==> src/rtl/mem_port_arbiter.sv <==
// mem_port_arbiter: shares one single-ported RAM between the fetch (if_*) and data (d_*) requesters.
// Latency: gnt at T, mem_en at T+1, rdata captured end of T+1+MEM_LAT, rvalid at T+2+MEM_LAT; one access per MEM_LAT+3 cycles.
// Backpressure: one access in flight; requests wait (unlost) while busy as long as req stays high until gnt.
// Ports: clk/rst (sync, active-high); if_req/if_addr/if_flush -> if_gnt/if_rvalid/if_rdata;
//        d_req/d_we/d_addr/d_wdata -> d_gnt/d_rvalid/d_rdata; mem_en/we/addr/wdata -> RAM, mem_rdata <- RAM;
//        busy is high whenever the sequencer is not IDLE.
module mem_port_arbiter #(
  parameter int AW         = 32,
  parameter int DW         = 32,
  parameter int MEM_LAT    = 2,
  parameter int STARVE_MAX = 3
) (
  input  logic          clk,
  input  logic          rst,
  input  logic          if_req,
  input  logic [AW-1:0] if_addr,
  input  logic          if_flush,
  output logic          if_gnt,
  output logic          if_rvalid,
  output logic [DW-1:0] if_rdata,
  input  logic          d_req,
  input  logic          d_we,
  input  logic [AW-1:0] d_addr,
  input  logic [DW-1:0] d_wdata,
  output logic          d_gnt,
  output logic          d_rvalid,
  output logic [DW-1:0] d_rdata,
  output logic          mem_en,
  output logic          mem_we,
  output logic [AW-1:0] mem_addr,
  output logic [DW-1:0] mem_wdata,
  input  logic [DW-1:0] mem_rdata,
  output logic          busy
);

  typedef enum logic [1:0] {IDLE, ISSUE, WAIT, RESP} state_t;

  localparam int             SW         = $clog2(STARVE_MAX + 1);
  localparam logic [SW-1:0]  STARVE_LIM = SW'(STARVE_MAX);
  localparam logic [3:0]     LAT        = 4'(MEM_LAT);

  state_t        state;
  logic [SW-1:0] starve_cnt;
  logic [3:0]    lat_cnt;
  logic          own_if;      // access belongs to the fetch side
  logic          own_we;      // access is a store
  logic          flush_pend;
  logic          pick_if;

  // Data wins a tie unless fetch has been passed over STARVE_MAX times in a row.
  // Grants are held low during reset so nothing is promised that will not be latched.
  always_comb begin
    pick_if = if_req && (!d_req || starve_cnt == STARVE_LIM);
    if_gnt  = 1'b0;
    d_gnt   = 1'b0;
    if (state == IDLE && !rst) begin
      if_gnt = pick_if;
      d_gnt  = d_req && !pick_if;
    end
  end

  always_ff @(posedge clk) begin
    if (rst) begin
      state      <= IDLE;
      starve_cnt <= '0;
      lat_cnt    <= '0;
      own_if     <= 1'b0;
      own_we     <= 1'b0;
      flush_pend <= 1'b0;
      if_rvalid  <= 1'b0;
      if_rdata   <= '0;
      d_rvalid   <= 1'b0;
      d_rdata    <= '0;
      mem_en     <= 1'b0;
      mem_we     <= 1'b0;
      mem_addr   <= '0;
      mem_wdata  <= '0;
      busy       <= 1'b0;
    end else begin
      // RAM port and rvalids are single-cycle; they idle at zero unless set below.
      mem_en    <= 1'b0;
      mem_we    <= 1'b0;
      mem_addr  <= '0;
      mem_wdata <= '0;
      if_rvalid <= 1'b0;
      d_rvalid  <= 1'b0;

      if (state != IDLE && own_if && if_flush) flush_pend <= 1'b1;

      case (state)
        IDLE: begin
          if (if_gnt || d_gnt) begin
            // The mem_* registers double as the latched request for the ISSUE cycle.
            own_if    <= if_gnt;
            own_we    <= d_gnt & d_we;
            mem_en    <= 1'b1;
            mem_we    <= d_gnt & d_we;
            mem_addr  <= if_gnt ? if_addr : d_addr;
            mem_wdata <= (d_gnt & d_we) ? d_wdata : '0;
            busy      <= 1'b1;
            state     <= ISSUE;
            if (if_gnt)
              starve_cnt <= '0;
            else if (if_req && starve_cnt != STARVE_LIM)
              starve_cnt <= starve_cnt + 1'b1;
          end
        end
        ISSUE: begin
          lat_cnt <= LAT;
          state   <= WAIT;
        end
        WAIT: begin
          if (lat_cnt == 4'd1) begin
            // A flush seen in this last WAIT cycle must still suppress the response.
            if (own_if) begin
              if_rdata  <= mem_rdata;
              if_rvalid <= !(flush_pend || if_flush);
            end else begin
              if (!own_we) d_rdata <= mem_rdata;
              d_rvalid <= 1'b1;
            end
            state <= RESP;
          end else begin
            lat_cnt <= lat_cnt - 4'd1;
          end
        end
        RESP: begin
          flush_pend <= 1'b0;
          busy       <= 1'b0;
          state      <= IDLE;
        end
        default: state <= IDLE;
      endcase
    end
  end

endmodule

==> config.mk <==
export PLATFORM = sky130hd
export DESIGN_NAME = mem_port_arbiter
export DESIGN_NICKNAME = d
export VERILOG_FILES = /design/src/rtl/mem_port_arbiter.sv
export SDC_FILE = /design/constraint.sdc
export NUM_CORES = 1
export LEC_CHECK = 0
export CORE_UTILIZATION = 44
export CTS_BUF_LIST = sky130_fd_sc_hd__clkbuf_8
export CTS_CLUSTER_DIAMETER = 50
export DETAILED_ROUTE_END_ITERATION = 10
export PLACE_DENSITY_LB_ADDON = 0.08
export SLEW_MARGIN = 10
export SYNTH_ARGS = -nofsm -noshare
export SYNTH_HDL_FRONTEND = slang
export SYNTH_SLANG_ARGS = --single-unit
==> constraint.sdc <==
create_clock -name clk -period 2.6 [get_ports clk]
set_clock_uncertainty 0.05 [all_clocks]
set_input_delay 0.26 -clock clk [delete_from_list [all_inputs] [get_ports clk]]
set_output_delay 0.26 -clock clk [all_outputs]
set_load 0.05 [all_outputs]
==> reports/metrics.csv <==
stage,metric,value,unit
outcome,outcome,finished clean,
flow_run,cap_viol_max_count,0,
cts,post-cts-setup-buffers,0,
logic_synthesis,synth.distinct_cells,37,
logic_synthesis,avgSynthCellArea,10.7,um^2
logic_synthesis,synthAdderAreaFrac,1.97,%
logic_synthesis,synthesis.nets,619,
timing,rsz0062_at_grt,false,
power_and_ir_drop,ir_drop,0.000474,V
logic_synthesis,synth-xor-area-share,0,%
critical_path,startpoint_type,register,
power_and_ir_drop,seq_power_share,45.6,%
critical_path,worstRegToRegCells,6,
worst_hold_path,worstHoldEndpoint,d_rdata[16],
route,wl_per_cell,16.9,um
cts,cts_max_level,4,
timing,finalHoldViolCount,0,
global_routing,grt_pass1_wl,21.7,mm
critical_path,required,2.29,ns
floorplanning,die_h,110,um
logic_synthesis,synth_top_family_by_area,simple AND/OR/NAND/NOR gates,
global_routing,grt_pass1_vias,4339,
timing,max_freq,0.435,GHz
critical_path,cp-end-kind,primary output,
power_and_ir_drop,p_leak,3.43,nW
logic_synthesis,yosysWarnings,0,
timing,final.setup.tns,0,ns
worst_hold_path,worstHoldPathType,in -> reg,
cts,cts_buffers,17,
timing,whs,0.344,ns
critical_path,path_cells,inv_1 > ha_1 > nand2_1 > nor3b_4 > buf_12,
critical_path,critPathSlowestCell,nor3b_4,
power_and_ir_drop,intPower,3.69,mW
logic_synthesis,ys_ff_latch,144,
final_layout,layout.nets,883,
power_and_ir_drop,pwr-share-clk,26.3,%
timing,max_slew.worst_pin.slew,0.573,ns
final_layout,final_cell_mix,"266 x clkdlybuf4s50_1, 144 x dfxtp_1, 103 x nand2_1",
critical_path,cp.arrival,1.99,ns
cts,clk_pin_slew,0.07,ns
route,viasPerCell,4.96,
place,finalWeightedCongestion,0.762,
timing,period_share,88.3,%
cts,clkLatencyLatePin,0.44,ns
timing,setup-violations-final,0,
final_layout,fill_cells,821,
cts,cts_resized,0,
route,vias,4405,
logic_synthesis,synth_mux_area_share,13.4,%
critical_path,cp_max_fo,8,
power_and_ir_drop,p_sw_share,31.4,%
global_routing,overflow,0,
global_routing,grt_max_degree,49,
logic_synthesis,synth-simple-area-share,15.7,%
critical_path,regToRegSetupSlack,0.52,ns
cts,ctsHoldBuffers,0,
route,routed_wirelength,15.0,mm
logic_synthesis,syn_inst,477,
route,drc_errors,0,
timing,slew_viol_final,0,
power_and_ir_drop,p_sw,1.69,mW
critical_path,r2r-end,d_rdata[2],
route,ant_nets,0,
final_layout,layout_commonest_cell,clkdlybuf4s50_1,
global_routing,antenna_found_initial,0,
timing,fin_crit,2.30,ns
route,drt_pass1_iterations,4,
power_and_ir_drop,p_per_area,654,mW/mm^2
floorplanning,io_pins,269,
logic_synthesis,syn_area,0.00508,mm^2
cts,clock_path_buffers,2,
worst_hold_path,whs_path_depth,3,
worst_hold_path,min_from,mem_rdata[16],
power_and_ir_drop,power,5.38,mW
timing,slew_headroom,61.7,%
logic_synthesis,synth-compound-area-share,7.80,%
critical_path,r2r-start,state[0],
cts,cts.sink_count,144,
floorplanning,rows,38,
global_routing,gr-usage-all-layers,24.5,%
place,place_hpwl,11.3,mm
route,drtIter0Drc,262,
critical_path,critical_path_class,reg -> out,
logic_synthesis,yosysSeqAreaShare,56.7,%
place,io_buffers,268,
final_layout,num_antenna_cells,0,
power_and_ir_drop,power_frac_comb,28.1,%
floorplanning,start_util,46.1,%
floorplanning,die_w,110,um
cts,root_buffer,clkbuf_8,
floorplanning,coreArea,0.0110,mm^2
cts,cts_tree,yes,
critical_path,cpPeakStageDelay,0.38,ns
floorplanning,dieArea,0.0120,mm^2
final_layout,area_delta_synth_final,61.7,%
final_layout,drive_gt1_share,6.02,%
cell type report:
| class | count | area, um^2 | share of cell area (%) |
|---|---|---|---|
| Clock buffer | 20 | 275 | 3.35 |
| Clock inverter | 6 | 25.0 | 0.304 |
| Inverter | 11 | 41.3 | 0.502 |
| Multi-Input combinational cell | 289 | 1990 | 24.2 |
| Sequential cell | 144 | 2880 | 35.1 |
| Tap cell | 140 | 175 | 2.13 |
| Timing Repair Buffer | 278 | 2830 | 34.4 |
worst max-delay path, delay by kind of cell, from the launching register on:
| family | cells | cell delay (ns) |
|---|---|---|
| fa+ha+maj | 1 | 0.32 |
| buf+inv | 2 | 0.33 |
| flops | 1 | 0.34 |
| simple gates | 2 | 0.56 |
cells in the mapped netlist (all sizes together):
library cell  instances  area, um^2
dfxtp               144        2880
nand2               103         387
mux2i                67         671
and3                 34         213
a22o                 31         272
buf                  17         121
clkbuf               16        60.1
inv                  11        41.3
ha                    8         100
nand3                 6        30.0
nor3                  5        35.0
a21oi                 4        20.0
nor2b                 3        18.8
o21ai                 3        15.0
or3                   3        18.8
a221oi                2        17.5
nand2b                2        12.5
nand4bb               2        38.8
nor2                  2        7.51
nor3b                 2        25.0
o2111ai               2        17.5
a211oi                1        7.51
a311oi                1        8.76
a31o                  1        8.76
a31oi                 1        6.26
mux2                  1        11.3
nor4                  1        6.26
o211ai                1        7.51
o21ba                 1        10.0
o22ai                 1        6.26
or3b                  1        8.76
logic make-up after synthesis:
logic type      count (synthesis)
fa+ha+maj                       8
mux                            68
buf+inv                        44
simple gates                  164
compound gates                 49
flops                         144
routing by layer:
layer	vias up	part of all wire (%)	global-route usage (%)
met5	-	0	0
met2	144	53	44.5
met3	20	5.9	6.70
met4	0	2.3	10.6
li1	2162	-	-
met1	2079	38	26.6
power groups by stage:
stage | Sequential (mW) | Clock (mW) | Combinational [mW]
2_1_floorplan | 2.90 | 0 | 0.491
5_1_grt | 2.47 | 1.56 | 1.60
3_5_place_dp | 2.49 | 0 | 1.50
4_1_cts | 2.45 | 1.45 | 1.51
6_report | 2.45 | 1.42 | 1.51
3_3_place_gp | 2.49 | 0 | 1.47
worst max-delay path by stage:
stage / startpoint / endpoint / slack, ns / cells past startpoint
CTS: state[0] / d_gnt / 0.28 / 5
global route: state[0] / d_gnt / 0.21 / 5
global placement: lat_cnt[0] / if_rdata[4] / 0.61 / 5
detailed placement: lat_cnt[1] / if_rdata[15] / 0.56 / 6
floorplan: state[0] / d_gnt / 0.79 / 5
finish: state[0] / d_gnt / 0.30 / 5
sequential cells by signal, summed over array words and instances (netlist names):
signal and count:
if_rdata 32, own_we 1, mem_we 1, flush_pend 1, d_rvalid 1, mem_wdata 32, mem_addr 32, starve_cnt 2
busy 1, state 2, own_if 1, mem_en 1, if_rvalid 1, lat_cnt 4, d_rdata 32
per-stage QoR:
step | std cells | util, % | setup WS [ns] | instance area (um^2)
final | 888 | 74.5 | 0.303 | 8220
after global routing | 888 | 74.5 | 0.210 | 8220
after CTS | 888 | 74.5 | 0.282 | 8220
after detailed placement | 862 | 71.8 | 0.557 | 7920
after global placement | 862 | 71.8 | 0.609 | 7920
after floorplan | 477 | - | 0.787 | 5080
Note: power is estimated with default switching activity, not from simulation.
